**config.mk**
```make
export PLATFORM = sky130hd
export DESIGN_NAME = z80_seq_ld_extaddr_dd_flat
export DESIGN_NICKNAME = d
export VERILOG_FILES = /design/src/rtl/z80_seq_ld_extaddr_dd_if.sv /design/src/rtl/z80_seq_ld_extaddr_dd.sv /design/src/flat_wrapper.sv
export SDC_FILE = /design/constraint.sdc
export NUM_CORES = 1
export LEC_CHECK = 0
export CELL_PAD_IN_SITES_DETAIL_PLACEMENT = 0
export CELL_PAD_IN_SITES_GLOBAL_PLACEMENT = 2
export CORE_MARGIN = 5
export CORE_UTILIZATION = 27
export DETAILED_ROUTE_END_ITERATION = 10
export PLACE_DENSITY = 0.75
export REMOVE_ABC_BUFFERS = 1
export SLEW_MARGIN = 20
export SYNTH_ARGS = -nofsm -noshare
export SYNTH_HDL_FRONTEND = slang
export SYNTH_SLANG_ARGS = --single-unit
export TNS_END_PERCENT = 1
```
**constraint.sdc**
```tcl
create_clock -name clk -period 2.2 [get_ports clk]
set_input_delay 0.44 -clock clk [delete_from_list [all_inputs] [get_ports clk]]
set_output_delay 0.44 -clock clk [all_outputs]
set_load 0.005 [all_outputs]
```
**src/rtl/z80_seq_ld_extaddr_dd_if.sv**
```systemverilog
// rtl/z80_seq_ld_extaddr_dd_if.sv - memory bus owned by the LD (nn),dd sequencer
// The sequencer is the bus master; the memory system is the slave.
interface z80_seq_ld_extaddr_dd_if;
  logic [15:0] mem_addr;
  logic        mem_rd;
  logic        mem_wr;
  logic [7:0]  mem_wdata;
  logic [7:0]  mem_rdata;
  logic        mem_ready;

  modport master (
    output mem_addr, mem_rd, mem_wr, mem_wdata,
    input  mem_rdata, mem_ready
  );

  modport slave (
    input  mem_addr, mem_rd, mem_wr, mem_wdata,
    output mem_rdata, mem_ready
  );
endinterface

```
**src/rtl/z80_seq_ld_extaddr_dd.sv**
```systemverilog
// rtl/z80_seq_ld_extaddr_dd.sv - ED 43/53/63/73 LD (nn),dd execution sequencer
// Optional z80fi trace ports are enabled with Z80FI_TRACE_EN.
module z80_seq_ld_extaddr_dd (
  input  logic                         clk,
  input  logic                         rst,
  input  logic                         start_i,
  input  logic [1:0]                   dd_i,
  input  logic [15:0]                  pc_i,
  output logic [3:0]                   reg_rnum_o,
  input  logic [15:0]                  reg_rdata_i,
  z80_seq_ld_extaddr_dd_if.master      bus,
  output logic                         busy_o,
  output logic                         done_o,
  output logic [15:0]                  pc_o
`ifdef Z80FI_TRACE_EN
  ,
  output logic                         trace_valid_o,
  output logic [31:0]                  trace_insn_o,
  output logic [15:0]                  trace_mem_waddr_o,
  output logic [15:0]                  trace_mem_waddr2_o,
  output logic [7:0]                   trace_mem_wdata_o,
  output logic [7:0]                   trace_mem_wdata2_o,
  output logic [15:0]                  trace_pc_rdata_o
`endif
);

  typedef enum logic [2:0] {
    S_IDLE, S_RD_NL, S_RD_NH, S_WR_L, S_WR_H, S_DONE
  } state_e;

  state_e      state_q, state_d;
  logic [15:0] pc_q, pc_d;
  logic [15:0] nn_q, nn_d;
  logic [15:0] data_q, data_d;
  logic [1:0]  dd_q, dd_d;

  always_ff @(posedge clk or posedge rst) begin
    if (rst) begin
      state_q <= S_IDLE;
      pc_q    <= 16'h0000;
      nn_q    <= 16'h0000;
      data_q  <= 16'h0000;
      dd_q    <= 2'b00;
    end else begin
      state_q <= state_d;
      pc_q    <= pc_d;
      nn_q    <= nn_d;
      data_q  <= data_d;
      dd_q    <= dd_d;
    end
  end

  // Outputs decode state and latches only; mem_ready steers next state alone.
  always_comb begin
    state_d       = state_q;
    pc_d          = pc_q;
    nn_d          = nn_q;
    data_d        = data_q;
    dd_d          = dd_q;
    reg_rnum_o    = {2'b10, dd_q};
    bus.mem_addr  = 16'h0000;
    bus.mem_rd    = 1'b0;
    bus.mem_wr    = 1'b0;
    bus.mem_wdata = 8'h00;
    busy_o        = 1'b1;
    done_o        = 1'b0;
    pc_o          = 16'h0000;

    case (state_q)
      S_IDLE: begin
        busy_o     = 1'b0;
        reg_rnum_o = {2'b10, dd_i};
        if (start_i) begin
          pc_d    = pc_i;
          dd_d    = dd_i;
          data_d  = reg_rdata_i;
          state_d = S_RD_NL;
        end
      end
      S_RD_NL: begin
        bus.mem_rd   = 1'b1;
        bus.mem_addr = pc_q + 16'd2;
        if (bus.mem_ready) begin
          nn_d[7:0] = bus.mem_rdata;
          state_d   = S_RD_NH;
        end
      end
      S_RD_NH: begin
        bus.mem_rd   = 1'b1;
        bus.mem_addr = pc_q + 16'd3;
        if (bus.mem_ready) begin
          nn_d[15:8] = bus.mem_rdata;
          state_d    = S_WR_L;
        end
      end
      S_WR_L: begin
        bus.mem_wr    = 1'b1;
        bus.mem_addr  = nn_q;
        bus.mem_wdata = data_q[7:0];
        if (bus.mem_ready) state_d = S_WR_H;
      end
      S_WR_H: begin
        bus.mem_wr    = 1'b1;
        bus.mem_addr  = nn_q + 16'd1;
        bus.mem_wdata = data_q[15:8];
        if (bus.mem_ready) state_d = S_DONE;
      end
      S_DONE: begin
        done_o  = 1'b1;
        pc_o    = pc_q + 16'd4;
        state_d = S_IDLE;
      end
      default: state_d = S_IDLE;
    endcase
  end

`ifdef Z80FI_TRACE_EN
  assign trace_valid_o      = done_o;
  assign trace_insn_o       = {nn_q, 2'b01, dd_q, 4'b0011, 8'hED};
  assign trace_mem_waddr_o  = nn_q;
  assign trace_mem_waddr2_o = nn_q + 16'd1;
  assign trace_mem_wdata_o  = data_q[7:0];
  assign trace_mem_wdata2_o = data_q[15:8];
  assign trace_pc_rdata_o   = pc_q;
`endif

endmodule

```
**src/flat_wrapper.sv**
```systemverilog
// flat-port wrapper written by rule: the top's interface ports become plain ports
module z80_seq_ld_extaddr_dd_flat 
  (clk, rst, start_i, dd_i, pc_i, reg_rnum_o, reg_rdata_i, busy_o, done_o, pc_o, bus_mem_addr, bus_mem_rd, bus_mem_wr, bus_mem_wdata, bus_mem_rdata, bus_mem_ready);
  z80_seq_ld_extaddr_dd_if bus_i ();
  input  logic clk;
  input  logic rst;
  input  logic start_i;
  input  logic [1:0] dd_i;
  input  logic [15:0] pc_i;
  output logic [3:0] reg_rnum_o;
  input  logic [15:0] reg_rdata_i;
  output logic busy_o;
  output logic done_o;
  output logic [15:0] pc_o;
  output wire logic [$bits(bus_i.mem_addr)-1:0] bus_mem_addr;
  output wire logic [$bits(bus_i.mem_rd)-1:0] bus_mem_rd;
  output wire logic [$bits(bus_i.mem_wr)-1:0] bus_mem_wr;
  output wire logic [$bits(bus_i.mem_wdata)-1:0] bus_mem_wdata;
  input wire logic [$bits(bus_i.mem_rdata)-1:0] bus_mem_rdata;
  input wire logic [$bits(bus_i.mem_ready)-1:0] bus_mem_ready;
  assign bus_mem_addr = bus_i.mem_addr;
  assign bus_mem_rd = bus_i.mem_rd;
  assign bus_mem_wr = bus_i.mem_wr;
  assign bus_mem_wdata = bus_i.mem_wdata;
  assign bus_i.mem_rdata = bus_mem_rdata;
  assign bus_i.mem_ready = bus_mem_ready;
  z80_seq_ld_extaddr_dd u_core (.clk(clk), .rst(rst), .start_i(start_i), .dd_i(dd_i), .pc_i(pc_i), .reg_rnum_o(reg_rnum_o), .reg_rdata_i(reg_rdata_i), .bus(bus_i), .busy_o(busy_o), .done_o(done_o), .pc_o(pc_o));
endmodule
```
# Word level (Yosys, flattened, before mapping)
# Cells that the tools add are included.
# word_totals
register_bits,53
latchBits,0
mem_bits_rw,0
rom_bits,0
inputBits,46
out_inout_bits,48
elab_cells,41
n_memories,0
# classes
add_sub_neg,4
mul,0
n_div,0
order_cmp,0
eq_ne,10
shift,0
mux,14
bitwise,0
reduce_logical,7
# op_table
operator,n
case mux 16 bit (4 select lines),1
"adder 16 x 2 -> 16 bit, second input constant",2
"adder 16 x 1 -> 16 bit, second input constant",1
"adder 16 x 3 -> 16 bit, second input constant",1
2-to-1 mux 16 bit,1
case mux 8 bit (2 select lines),1
2-to-1 mux 3 bit,5
case mux 3 bit (5 select lines),1
"!= test 2 bit, second input constant",5
"equality test 3 x 2 -> 1 bit, second input constant",2
"equality test 3 bit, second input constant",2
AND reduction 2 bit,3
AND reduction 5 bit,1
2-to-1 mux 1 bit,4
OR reduction 2 bit,2
"equality test 3 x 1 -> 1 bit, second input constant",1
zero test 3 bit,1
2-to-1 mux 2 bit,1

# Depth between registers and ports, before layout
# Gate-level depths: netlist (run 1).
# depth
word_depth,3
ltp_mapped,7
ltp_nobuf,7

# Least setup slack after synthesis (run 1)
# OpenSTA, ideal clock, no wires.
# synth_path
path_kind,register -> output
start,reg u_core.pc_q[1]
end,out bus_mem_addr[7]
arrival_time_ns,1.683
required_time_ns,1.760
path_slack_ns,0.077
stages_incl_launch_ff,8
n_path_buf,0
cell_sequence,dfrtp_1 inv_1 ha_1 a21oi_1 o32ai_4 nor3b_2 a21oi_1 o211ai_2
# synth_via
elab_chain_len,2
word_cells_on_any_way,3
classes_between,2 x add/sub; 1 x mux
# synth_rtl
item,line,text
from (decl),z80_seq_ld_extaddr_dd.sv:32,"logic [15:0] pc_q, pc_d;"
from (signal assigned),z80_seq_ld_extaddr_dd.sv:46,pc_q <= pc_d;
adder 16 x 2 -> 16 bit (on tied branches),"z80_seq_ld_extaddr_dd.sv:90, z80_seq_ld_extaddr_dd.sv:82",
case mux 16 bit (4 select lines) (*),z80_seq_ld_extaddr_dd.sv:69,case (state_q)
to (decl),flat_wrapper.sv:15,output wire logic [$bits(bus_i.mem_addr)-1:0] bus_mem_addr;
# Every way passes the cells marked *; elsewhere a longest branch is shown, timed or not.

# Worst setup path in the final report (run 1)
# layout_path
start,reg u_core.pc_q[7]
end,out bus_mem_addr[10]
# Same word-level chain as after synthesis.

==> results of run 1 <==
==> path summary, 6_finish.rpt <==
check / start / end / slack (ps) / depth (start not counted)
min in group clk: u_core.data_q[0]$_DFFE_PP0P_ / u_core.data_q[0]$_DFFE_PP0P_ / 510 / 1
setup reg to reg: u_core.state_q[2]$_DFFE_PP0P_ / u_core.pc_q[7]$_DFFE_PP0P_ / 150 / 9
hold reg to reg: u_core.data_q[0]$_DFFE_PP0P_ / u_core.data_q[0]$_DFFE_PP0P_ / 510 / 1
setup / recovery: u_core.pc_q[7]$_DFFE_PP0P_ / bus_mem_addr[10] / -280 / 9
max in group asynchronous: rst / u_core.state_q[1]$_DFFE_PP0P_ / 1190 / 3
hold / removal: rst / u_core.pc_q[0]$_DFFE_PP0P_ / 460 / 2
==> cells by family after synthesis <==
| family | synth area share, % |
|---|---|
| simple gates | 18.7 |
| buf+inv | 5.97 |
| compound gates | 14.0 |
| mux | 14.9 |
| xor+xnor | 8.55 |
| other cells | 0.204 |
| fa+ha+maj | 1.70 |
| flops | 36.0 |
==> cells in the final DEF, fill, tap and decap left out, types with 4 or more instances in the layout <==
| cell | n |
|---|---|
| nor4_4 | 4 |
| o22ai_1 | 4 |
| nor3_2 | 4 |
| mux2_1 | 7 |
| a21oi_1 | 5 |
| a21oi_2 | 4 |
| o21ai_1 | 11 |
| buf_4 | 113 |
| dfrtp_2 | 4 |
| mux2_2 | 39 |
| a22oi_1 | 4 |
| xnor2_1 | 12 |
| a31oi_1 | 4 |
| nand3_1 | 11 |
| clkbuf_2 | 7 |
| nand4_1 | 8 |
| xor2_1 | 21 |
| o21ai_0 | 12 |
| clkdlybuf4s50_1 | 45 |
| nor2_1 | 25 |
| nand2_1 | 35 |
| clkbuf_16 | 5 |
| inv_1 | 8 |
| buf_6 | 23 |
| and2_1 | 4 |
| a22o_1 | 8 |
| dlygate4sd2_1 | 12 |
| buf_12 | 4 |
| nor3_1 | 4 |
| buf_2 | 24 |
| dfrtp_1 | 49 |
==> power breakdown <==
group	switching (mW)	total, mW	internal (mW)
sequential	0.381	1.86	1.48
combinational	2.76	5.95	3.19
clock	0.371	0.911	0.540
==> registers in the layout (all words and copies together), names as in the netlist <==
signal / flops
u_core.nn_q: 16
u_core.state_q: 3
u_core.dd_q: 2
u_core.data_q: 16
u_core.pc_q: 16
==> per-stage QoR <==
stage	instance area, um2	setup TNS, ps
6_report	6170	-4470
5_1_grt	6170	-7340
4_1_cts	6130	-4740
3_5_place_dp	5520	-12140
3_3_place_gp	5520	-11930
2_1_floorplan	3510	-5880
==> critical path, stage by stage (launching register included) <==
cell	delay [ps]
dfrtp_1	380
buf_6	150
nand4_1	140
buf_4	180
or2_1	230
a21oi_2	120
nor3_1	60
buf_4	140
a211o_1	220
buf_2	130
==> timing repair <==
| action | CTS | global route |
|---|---|---|
| endpoints found under the setup margin | 46 | 39 |
| buffers inserted | 29 | 1 |
| pin swaps | 40 | 12 |
| resized for setup | 213 | 29 |
==> layout make-up <==
type	instances	area [um2]	area share (%)
clock inverter	2	38.8	0.628
clock buffer	6	129	2.09
multi-input combinational	303	2470	40.0
sequential	53	1330	21.6
timing repair buffer	231	1930	31.3
tap	176	220	3.57
inverter	12	48.8	0.790
==> routing by layer <==
| layer | vias to the layer above | share of wire, % | global-route usage (%) |
|---|---|---|---|
| li1 | 1833 | - | - |
| met4 | 0 | 2.1 | 4.42 |
| met3 | 22 | 5.3 | 3.49 |
| met2 | 100 | 48 | 27.7 |
| met5 | - | 0 | 0 |
| met1 | 1807 | 44 | 20.3 |
==> flow_summary.json, run 1 <==
{
  "ys_seq_area_share_pct": 36.0,
  "fin_hold_ws_ps": 456,
  "clockBufferDepth": 2,
  "clk_latency_ps": 300,
  "utilization_pct": 46.4,
  "postSynth.asyncResetShare_pct": 100,
  "pre_cts_slack_ps": -527,
  "hold_path.class": "input pin to asynchronous set/reset pin",
  "ant_nets": 0,
  "syn_avg_cell_area_um2": 9.22,
  "htreeDepth": 2,
  "crit_type": "register to output port",
  "rows": 42,
  "drive_gt1_share_pct": 46.8,
  "io_pins": 94,
  "outcome": "finished with violations",
  "via_per_inst": 4.80,
  "grt_pass1_vias": 4149,
  "grt_max_degree": 38,
  "syn-instance-count": 400,
  "violations": "negative setup slack",
  "power_density_mw_per_mm2": 1410,
  "cts_made_buffers": 5,
  "synth_edf_count": 0,
  "fin_ws_ps": -285,
  "die_area_mm2": 0.0161,
  "synth_top_area_share_pct": 36.0,
  "crit_arrival_ps": 2040,
  "dieWidth_um": 127,
  "die_h_um": 127,
  "netlist_top_cells_count": "53 x dfrtp_1, 40 x mux2_2, 39 x nand2_1, 29 x nor2_1, 23 x xor2_1",
  "initial_core_util_pct": 27.7,
  "drv_cap": 0,
  "synth_top_cell_by_area": "dfrtp_1",
  "nNetsFinal": 657,
  "fillCellCount": 1281,
  "hold_buffers": 0,
  "fmax_mhz": 402,
  "drtIter0Drc": 166,
  "yosysWarningCount": 0,
  "antenna_found_initial": 0,
  "dp_cells": 745,
  "cp-end-kind": "output port",
  "place.detailed.hpwl_um": 9910,
  "cts_tree": "done",
  "finalMaxSlewViolations": 0,
  "grt_usage_pct": 16.1,
  "cts.clk_slew.worst_paths_ps": 70,
  "yosys_register_bits": 53,
  "syn2layout_area_growth_pct": 67.5,
  "crit_fanout": 7,
  "avgRoutedWirePerCell_um": 16.3,
  "final.period_utilization_pct": 113,
  "skew_ps": 7.30,
  "num_vias": 3762,
  "synth_most_common_cell": "dfrtp_1",
  "total_leakage_power_nw": 2.69,
  "root_buffer": "clkbuf_16",
  "finalPower_mw": 8.73,
  "final_cells": 783,
  "grt-ovfl-total": 0,
  "hold_viol_final": 0,
  "rsz0062_at_grt": "yes",
  "totalWireLength_um": 12700,
  "remaining_drc_errors": 0,
  "final-setup-viol-count": 27,
  "core_mm2": 0.0133,
  "period_needed_ps": 2480,
  "synth_area_mm2": 0.00369,
  "startpoint_type": "register",
  "crit_required_ps": 1760,
  "place_congestion": 0.874,
  "cts.sinks": 53,
  "synth_flop_cell": "dfrtp_1",
  "synthTopCellsByArea": "dfrtp_1 36%, mux2_2 12%, xor2_1 5.5%, nand2_1 4.0%, xnor2_1 3.1%",
  "irDropWorstVdd_v": 0.000610,
  "grt_first_pass_wirelength_um": 21200,
  "n_antenna_cell": 0,
  "netlist-cell-type-count": 57,
  "drt_pass1_iterations": 4,
  "port_buffers": 91
}
Power figures use the tool's default switching activity.
==> inputs of run 2 (changes only) <==
--- a/config.mk
+++ b/config.mk
@@ -9,6 +9,7 @@
 export CELL_PAD_IN_SITES_GLOBAL_PLACEMENT = 2
 export CORE_MARGIN = 5
 export CORE_UTILIZATION = 27
+export CTS_CLUSTER_SIZE = 24
 export DETAILED_ROUTE_END_ITERATION = 10
 export PLACE_DENSITY = 0.75
 export REMOVE_ABC_BUFFERS = 1
==> results of run 2 <==
No change in the layout: final DEF, timing and power equal those of run 1.
